**config.mk**
```make
export PLATFORM = sky130hd
export DESIGN_NAME = vidsampler_pipe
export DESIGN_NICKNAME = d
export VERILOG_FILES = /design/src/rtl/vidsampler_pipe.sv
export SDC_FILE = /design/constraint.sdc
export NUM_CORES = 1
export LEC_CHECK = 0
export ABC_AREA = 1
export CORE_MARGIN = 2
export CORE_UTILIZATION = 45
export CTS_CLUSTER_DIAMETER = 50
export CTS_CLUSTER_SIZE = 12
export DETAILED_ROUTE_END_ITERATION = 12
export SLEW_MARGIN = 20
export SYNTH_ARGS = -nofsm -noshare
export SYNTH_HDL_FRONTEND = slang
export SYNTH_SLANG_ARGS = --single-unit
export TNS_END_PERCENT = 100
```
**constraint.sdc**
```tcl
create_clock -name rgb_clk -period 6.75 [get_ports rgb_clk]
set_input_delay 1.35 -clock rgb_clk [delete_from_list [all_inputs] [get_ports rgb_clk]]
set_output_delay 1.35 -clock rgb_clk [all_outputs]
set_load 0.05 [all_outputs]
```
**src/rtl/vidsampler_pipe.sv**
```systemverilog
// DPI capture sampler: position counters, ordered-dither quantiser, write FIFO.
// Optional dither adder is enabled by defining VIDSAMPLER_DITHER_EN.
module vidsampler_pipe #(
    parameter int IN_BITS    = 4,
    parameter int OUT_BITS   = 2,
    parameter int STEP_LOG2  = 2,
    parameter int XBITS      = 8,
    parameter int YBITS      = 8,
    parameter int FIFO_DEPTH = 4
) (
    input  logic                   rgb_clk,
    input  logic                   rst,
    input  logic                   rgb_de,
    input  logic                   rgb_vsync,
    input  logic [IN_BITS-1:0]     rgb_data,
    output logic                   out_valid,
    input  logic                   out_ready,
    output logic [YBITS+XBITS-1:0] out_addr,
    output logic [OUT_BITS-1:0]    out_data,
    output logic                   ovf,
    input  logic                   ovf_clr,
    output logic [1:0]             frameno
);

    localparam int AW = (FIFO_DEPTH > 1) ? $clog2(FIFO_DEPTH) : 1;
    localparam int EW = YBITS + XBITS + OUT_BITS;
    localparam logic [IN_BITS:0] QMAX = (IN_BITS+1)'((1 << OUT_BITS) - 1);
    localparam logic [IN_BITS:0] ONE  = (IN_BITS+1)'(1);
    localparam logic [AW:0]      FULL = (AW+1)'(FIFO_DEPTH);

    logic [XBITS-1:0] x;
    logic [YBITS-1:0] y;
    logic [IN_BITS:0] s;
    logic [IN_BITS:0] t;
    logic [OUT_BITS-1:0] q;

`ifdef VIDSAMPLER_DITHER_EN
    logic [1:0] d;
    assign d = x[3:2] + x[1:0] + y[1:0] + frameno;
    assign s = {1'b0, rgb_data} + {{(IN_BITS-1){1'b0}}, d};
`else
    assign s = {1'b0, rgb_data};
`endif

    assign t = (s - ONE) >> STEP_LOG2;

    always_comb begin
        q = '0;
        if (s != '0) begin
            if (t > QMAX)
                q = QMAX[OUT_BITS-1:0];
            else
                q = t[OUT_BITS-1:0];
        end
    end

    // Overlong lines wrap into the next line and count as a new frame.
    always_ff @(posedge rgb_clk or posedge rst) begin
        if (rst) begin
            x       <= '0;
            y       <= '0;
            frameno <= '0;
        end else if (rgb_de) begin
            if (x != '1) begin
                x <= x + XBITS'(1);
            end else begin
                x       <= '0;
                y       <= y + YBITS'(1);
                frameno <= frameno + 2'd1;
            end
        end else if (rgb_vsync) begin
            x <= '0;
            y <= '0;
            if (y != '0)
                frameno <= frameno + 2'd1;
        end else begin
            x <= '0;
            if (x != '0)
                y <= y + YBITS'(1);
        end
    end

    logic [EW-1:0] mem [FIFO_DEPTH];
    logic [AW-1:0] wptr;
    logic [AW-1:0] rptr;
    logic [AW:0]   count;
    logic          full;
    logic          pop;
    logic          push;
    logic          drop;

    assign full      = (count == FULL);
    assign out_valid = (count != '0);
    assign pop       = out_valid & out_ready;
    assign push      = rgb_de & (~full | pop);
    assign drop      = rgb_de & full & ~pop;
    assign {out_addr, out_data} = mem[rptr];

    always_ff @(posedge rgb_clk or posedge rst) begin
        if (rst) begin
            for (int i = 0; i < FIFO_DEPTH; i++)
                mem[i] <= '0;
            wptr  <= '0;
            rptr  <= '0;
            count <= '0;
            ovf   <= 1'b0;
        end else begin
            if (push) begin
                mem[wptr] <= {y, x, q};
                wptr      <= wptr + AW'(1);
            end
            if (pop)
                rptr <= rptr + AW'(1);
            case ({push, pop})
                2'b10:   count <= count + (AW+1)'(1);
                2'b01:   count <= count - (AW+1)'(1);
                default: count <= count;
            endcase
            // A drop in the same cycle as a clear keeps the flag set.
            if (drop)
                ovf <= 1'b1;
            else if (ovf_clr)
                ovf <= 1'b0;
        end
    end

endmodule
```
==> results of run 1 <==
==> metrics by stage <==
stage | utilization [%] | power [mW] | worst slack (ps)
final | 50.8 | 2.37 | 2550
after floorplan | - | 1.71 | 2840
after detailed placement | 48.9 | 2.01 | 2960
after global placement | 48.9 | 1.99 | 2970
after global routing | 50.8 | 2.54 | 2290
after CTS | 50.8 | 2.40 | 2550
==> kinds of logic after synthesis <==
kind of cell,count (synthesis),synth area share (%)
xor+xnor,6,1.12
compound gates,143,16.2
flops,98,52.4
fa+ha+maj,10,2.83
simple gates,217,19.9
buf+inv,69,7.64
==> sequential cells by signal, indices dropped and copies added (netlist names) <==
name     flops
mem         72
x            8
y            8
count        3
frameno      2
rptr         2
wptr         2
ovf          1
==> per-layer routing <==
layer / vias up / share of wire, % / track usage [%]
li1: 1822 / - / -
met2: 66 / 45 / 30.3
met4: 0 / 2.1 / 9.40
met1: 1765 / 50 / 29.1
met3: 13 / 3.1 / 2.45
met5: - / 0 / 0
==> power groups by stage <==
| stage | combinational (mW) | sequential (mW) | clock [mW] |
|---|---|---|---|
| floorplan | 0.879 | 0.827 | 0 |
| global placement | 1.16 | 0.831 | 0 |
| detailed placement | 1.18 | 0.835 | 0 |
| CTS | 1.18 | 0.824 | 0.393 |
| global route | 1.28 | 0.845 | 0.414 |
| finish | 1.16 | 0.824 | 0.379 |
==> placed cells by master (no fill, tap or decap), drive strengths merged <==
cell type | Yosys | final
inv | 44 | 44
fa | 1 | 1
a21boi | 1 | 1
ha | 9 | 9
nand3 | 11 | 11
buf | 16 | 2
nor2 | 61 | 61
o21ai | 114 | 114
o22ai | 19 | 19
clkdlybuf4s50 | 0 | 31
xor2 | 5 | 5
clkinv | 2 | 6
nor3 | 5 | 5
clkbuf | 7 | 11
nand4 | 5 | 5
dfrtp | 98 | 98
bufinv | 0 | 1
nand2 | 134 | 134
xnor2 | 1 | 1
o211ai | 2 | 2
a21oi | 6 | 6
a211oi | 1 | 1
nor3b | 1 | 1
==> final cells by class <==
class	count	area, um2
Clock buffer	11	141
Clock inverter	5	53.8
Fill cell	977	5030
Sequential cell	98	2450
Inverter	46	180
Tap cell	136	170
Timing Repair Buffer	33	325
Multi-Input combinational cell	376	1870
==> worst max-delay path: stages (launching register included) <==
cell and delay, ps:
dfrtp_1 610, inv_1 620, o21ai_0 200, o22ai_1 210, clkdlybuf4s50_1 850
==> path summary, 6_finish.rpt <==
| kind | startpoint | endpoint | slack [ps] | depth (start not counted) |
|---|---|---|---|---|
| hold / removal | mem[19] | mem[19] | 480 | 2 |
| setup / recovery | rptr[1] | out_addr[8] | 2550 | 4 |
| setup reg to reg | count[0] | count[2] | 4650 | 8 |
| max in group asynchronous | rst | x[5] | 4240 | 3 |
| min in group asynchronous | rst | mem[0] | 1350 | 2 |
| hold reg to reg | mem[19] | mem[19] | 480 | 2 |
==> out/results.ini, run 1 <==
[run_status]
status=complete, no violations

[yosys]
avgSynthCellArea_um2=8.63
synth_area_leaders=dfrtp_1 (52%), nand2_1 (10%), o21ai_1 (7.6%)
ys_types=33
syn-cell-area_um2=4680
synth_fp_nets=563
ys_ff_latch=98
synth_edf_count=0
netlist_instances=543
synthTopCellsByCount=nand2_1 (125), dfrtp_1 (98), o21ai_1 (71)
synth_ff_type=dfrtp_1
seq_area_frac_synth_pct=52.4
yosysMostFrequentCell=nand2_1
synthArstFlopShare_pct=100
yosysWarnings=0
synthDominantCellAreaShare_pct=52.4
yosysTopAreaCell=dfrtp_1

[timing]
clock.fmax_mhz=238
slew_violations=0
period_share_pct=62.2
rsz0062_at_grt=no
tns_ps=0
min_period_ps=4200
worstMarginPinSlew_ps=983
whs_ps=482
hold_viol=0
slew_headroom_pct=34.0
setup_viol_count_final=0
fin_worst_skew_ps=8.82

[floorplan]
die_h_um=106
std_cell_rows=37
initial_core_util_pct=45.8
coreArea_um2=10200
pin_count=32
fp.dieW_um=106
die_area_um2=11200

[final_layout]
nNetsFinal=584
stdcell_count=705
diodes=0
syn_to_final_growth_pct=11.0
drive_above_1_share_pct=6.33
design_area_um2=5200

[power]
p_per_area_nw_per_um2=456
p_int_mw=1.28
ir_drop_uv=339
leakage_nw=2.39
switching_share_pct=46.1
switching_power_mw=1.09
power_frac_comb_pct=49.2
pwr-share-seq_pct=34.8
clkPwrFrac_pct=16.0

[global_route]
track_usage_pct=20.1
antenna_found_initial=0
overflow=0
grt_pass1_vias=3623
grt_pass1_wl_um=17700
grt_max_degree=62

[placed_design]
dpl.hpwl_um=6660
dpl-instance-area_um2=5000
placed_cells=689
placement.io_buffers=31
gp_congestion=0.790

[clocking]
clock_latency_ps=370
cts_resized=0
cts_buffers=9
cts_root_buffer=clkbuf_8
post_cts_buffers=0
clk_pin_slew_worst_paths_ps=90
cts_buffer_depth=2
cts_tree=built
cts_sinks=98
cts_hold_buf=0
htree_levels=3

[worst_setup_path]
arrival_ps=2850
cp-end-kind=primary output
crit_fanout=19
critPathKind=reg -> out
required_ps=5400
crit_path_start_kind=flop

[routing]
viasPerCell=5.20
drt-total-wl_um=10200
drtIter0Drc=190
detail-route-antenna-nets=0
wire_per_inst_um=14.4
drc=0
vias=3666
drtPass1Iterations=5

[worst_hold_path]
min_path_type=reg -> reg

[run]
drv_cap=0

Note: power is estimated with default switching activity, not from simulation.
==> run 2: changes to the inputs <==
- PLACE_DENSITY: not set -> 0.66
- clock period: 6.75 -> 3.5 ns (I/O delays scaled with it)
==> run 2 against run 1 <==
Effect of this change:
- combinational power is 94% higher
- largest cell class unchanged
- sequential power is 91% higher
- highest routed layer unchanged
- critical endpoint is now out_addr[3]
- die area stayed put
- count of clock-buffer cells in the layout stayed put
- global-route usage is 1.0 points lower
- utilization is 0.49 points lower
- sequential share of layout area is 0.46 points higher
- design area is 0.96% lower
==> out/results.ini, run 2 (same netlist as run 1, synthesis figures left out) <==
[global_route]
grt_pass1_wl_um=17100  ; -3.5%
overflow=0  ; unchanged
grt_pass1_vias=3537  ; -2.4%
grt_max_degree=51  ; -18%
antenna_found_initial=0  ; unchanged
track_usage_pct=19.1  ; -1.0 points

[floorplan]
coreArea_um2=10200  ; unchanged
pin_count=32  ; unchanged
die_area_um2=11200  ; unchanged
fp.dieW_um=106  ; unchanged
initial_core_util_pct=45.8  ; unchanged
die_h_um=106  ; unchanged
std_cell_rows=37  ; unchanged

[routing]
drtIter0Drc=234  ; +23%
drtPass1Iterations=5  ; unchanged
detail-route-antenna-nets=0  ; unchanged
drc=0  ; unchanged
vias=3709  ; +1.2%
viasPerCell=5.25  ; +1.0%
wire_per_inst_um=14.2  ; -1.8%
drt-total-wl_um=10000  ; -1.7%

[power]
power_mw=4.48  ; +89%
p_per_area_nw_per_um2=870  ; +91%
clkPwrFrac_pct=14.9  ; -1.1 points
p_int_mw=2.34  ; +83%
pwr-share-seq_pct=35.0  ; +0.2 points
ir_drop_uv=484  ; +43%
leakage_nw=2.41  ; +1.0%
switching_share_pct=47.7  ; +1.6 points
power_frac_comb_pct=50.2  ; +1.0 points
switching_power_mw=2.13  ; +96%

[worst_setup_path]
crit_start=rptr[0]
required_ps=2800  ; -2600 ps
reg2regPathDepth=8  ; unchanged
timing.rr.start=count[2]
crit_path_start_kind=flop
r2r_slack_ps=1530  ; -3120 ps
cp-end-kind=primary output
critPathKind=reg -> out
arrival_ps=2310  ; -540 ps
crit_fanout=36  ; +17

[clocking]
cts_sinks=98  ; unchanged
cts_resized=0  ; unchanged
cts_buffer_depth=2  ; unchanged
cts_buffers=9  ; unchanged
cts_root_buffer=clkbuf_8
cts_hold_buf=0  ; unchanged
clock_latency_ps=360  ; about the same
clk_pin_slew_worst_paths_ps=90  ; about the same
post_cts_buffers=0  ; unchanged
cts_tree=built
htree_levels=3  ; unchanged

[worst_hold_path]
hp-start=mem[37]
hold_depth=2  ; unchanged
min_path_type=reg -> reg

[timing]
hold_viol=0  ; unchanged
slew_headroom_pct=36.5  ; +2.5 points
clock.fmax_mhz=332
setup_viol_count_final=0  ; unchanged
fin_worst_skew_ps=11.4  ; +2.59 ps
tns_ps=0  ; unchanged
min_period_ps=3010
worst_slack_ps=492  ; -2060 ps
rsz0062_at_grt=no
whs_ps=480  ; -1.42 ps
period_share_pct=85.9
worstMarginPinSlew_ps=947  ; -36.6 ps
slew_violations=0  ; unchanged

[placed_design]
placed_cells=690  ; +0.15%
dpl-instance-area_um2=4980  ; -0.50%
dp_slack_ps=774  ; -2180 ps
placement.io_buffers=31  ; unchanged
dpl.hpwl_um=6480  ; -2.7%
gp_congestion=0.839  ; +6.2%

[final_layout]
nNetsFinal=585  ; +0.17%
final_common_cell=nand2_1
syn_to_final_growth_pct=9.88
final_cell_mix=nand2_1 (125), dfrtp_1 (98), o21ai_1 (71), nor2_1 (59), o21ai_0 (42)
stdcell_count=706  ; +0.14%
largest_reg_flops=72  ; unchanged
regMostFlops=mem
design_area_um2=5150  ; -0.96%
reg_top3=mem: 72 flops, x: 8 flops, y: 8 flops
drive_above_1_share_pct=9.65  ; +3.3 points
post-route-util_pct=50.3  ; -0.49 points
diodes=0  ; unchanged

[run]
drv_cap=0  ; unchanged

[run_status]
status=complete, no violations

run 2: cell count changes in the layout (fill, tap and decap cells not counted):
cell,previous run,this run
buf_12,0,1
clkinv_4,1,0
buf_4,2,20
bufinv_16,1,0
inv_6,0,1
clkinv_2,3,4
clkdlybuf4s50_1,31,13
run 2: worst paths after layout:
check	to
worst max-delay path	out_addr[3]
worst min-delay path	mem[37]
worst max register to register	count[2]
worst min register to register	mem[37]
max in group asynchronous	x[7]
min in group asynchronous	mem[70]
run 2: layout make-up:
cell class,instances,area (um2)
fillers,954,5080
well taps,136,170
clock inverters,5,28.8
multi-input cells,376,1870
clock buffers,11,141
flip-flops and latches,98,2450
repair buffers,34,300
inverters,46,180
run 2: per-layer routing:
| layer | part of all wire [%] | vias to the layer above | track usage [%] |
|---|---|---|---|
| li1 | - | 1826 | - |
| met1 | 49 | 1785 | 27.5 |
| met2 | 45 | 86 | 29.6 |
| met3 | 4.5 | 12 | 2.39 |
| met4 | 1.3 | 0 | 7.42 |
| met5 | 0 | - | 0 |
run 2: power groups by stage:
stage	logic [mW]	registers (mW)	clock network [mW]
4_1_cts	2.27	1.56	0.685
5_1_grt	2.47	1.60	0.722
6_report	2.25	1.57	0.666
3_5_place_dp	2.26	1.58	0
3_3_place_gp	2.23	1.58	0
2_1_floorplan	1.70	1.60	0
run 2: critical path: stages, from the launching register on:
cell and delay (ps):
dfrtp_1 360, clkinv_1 730, o21ai_0 480, o22ai_1 140, buf_4 210
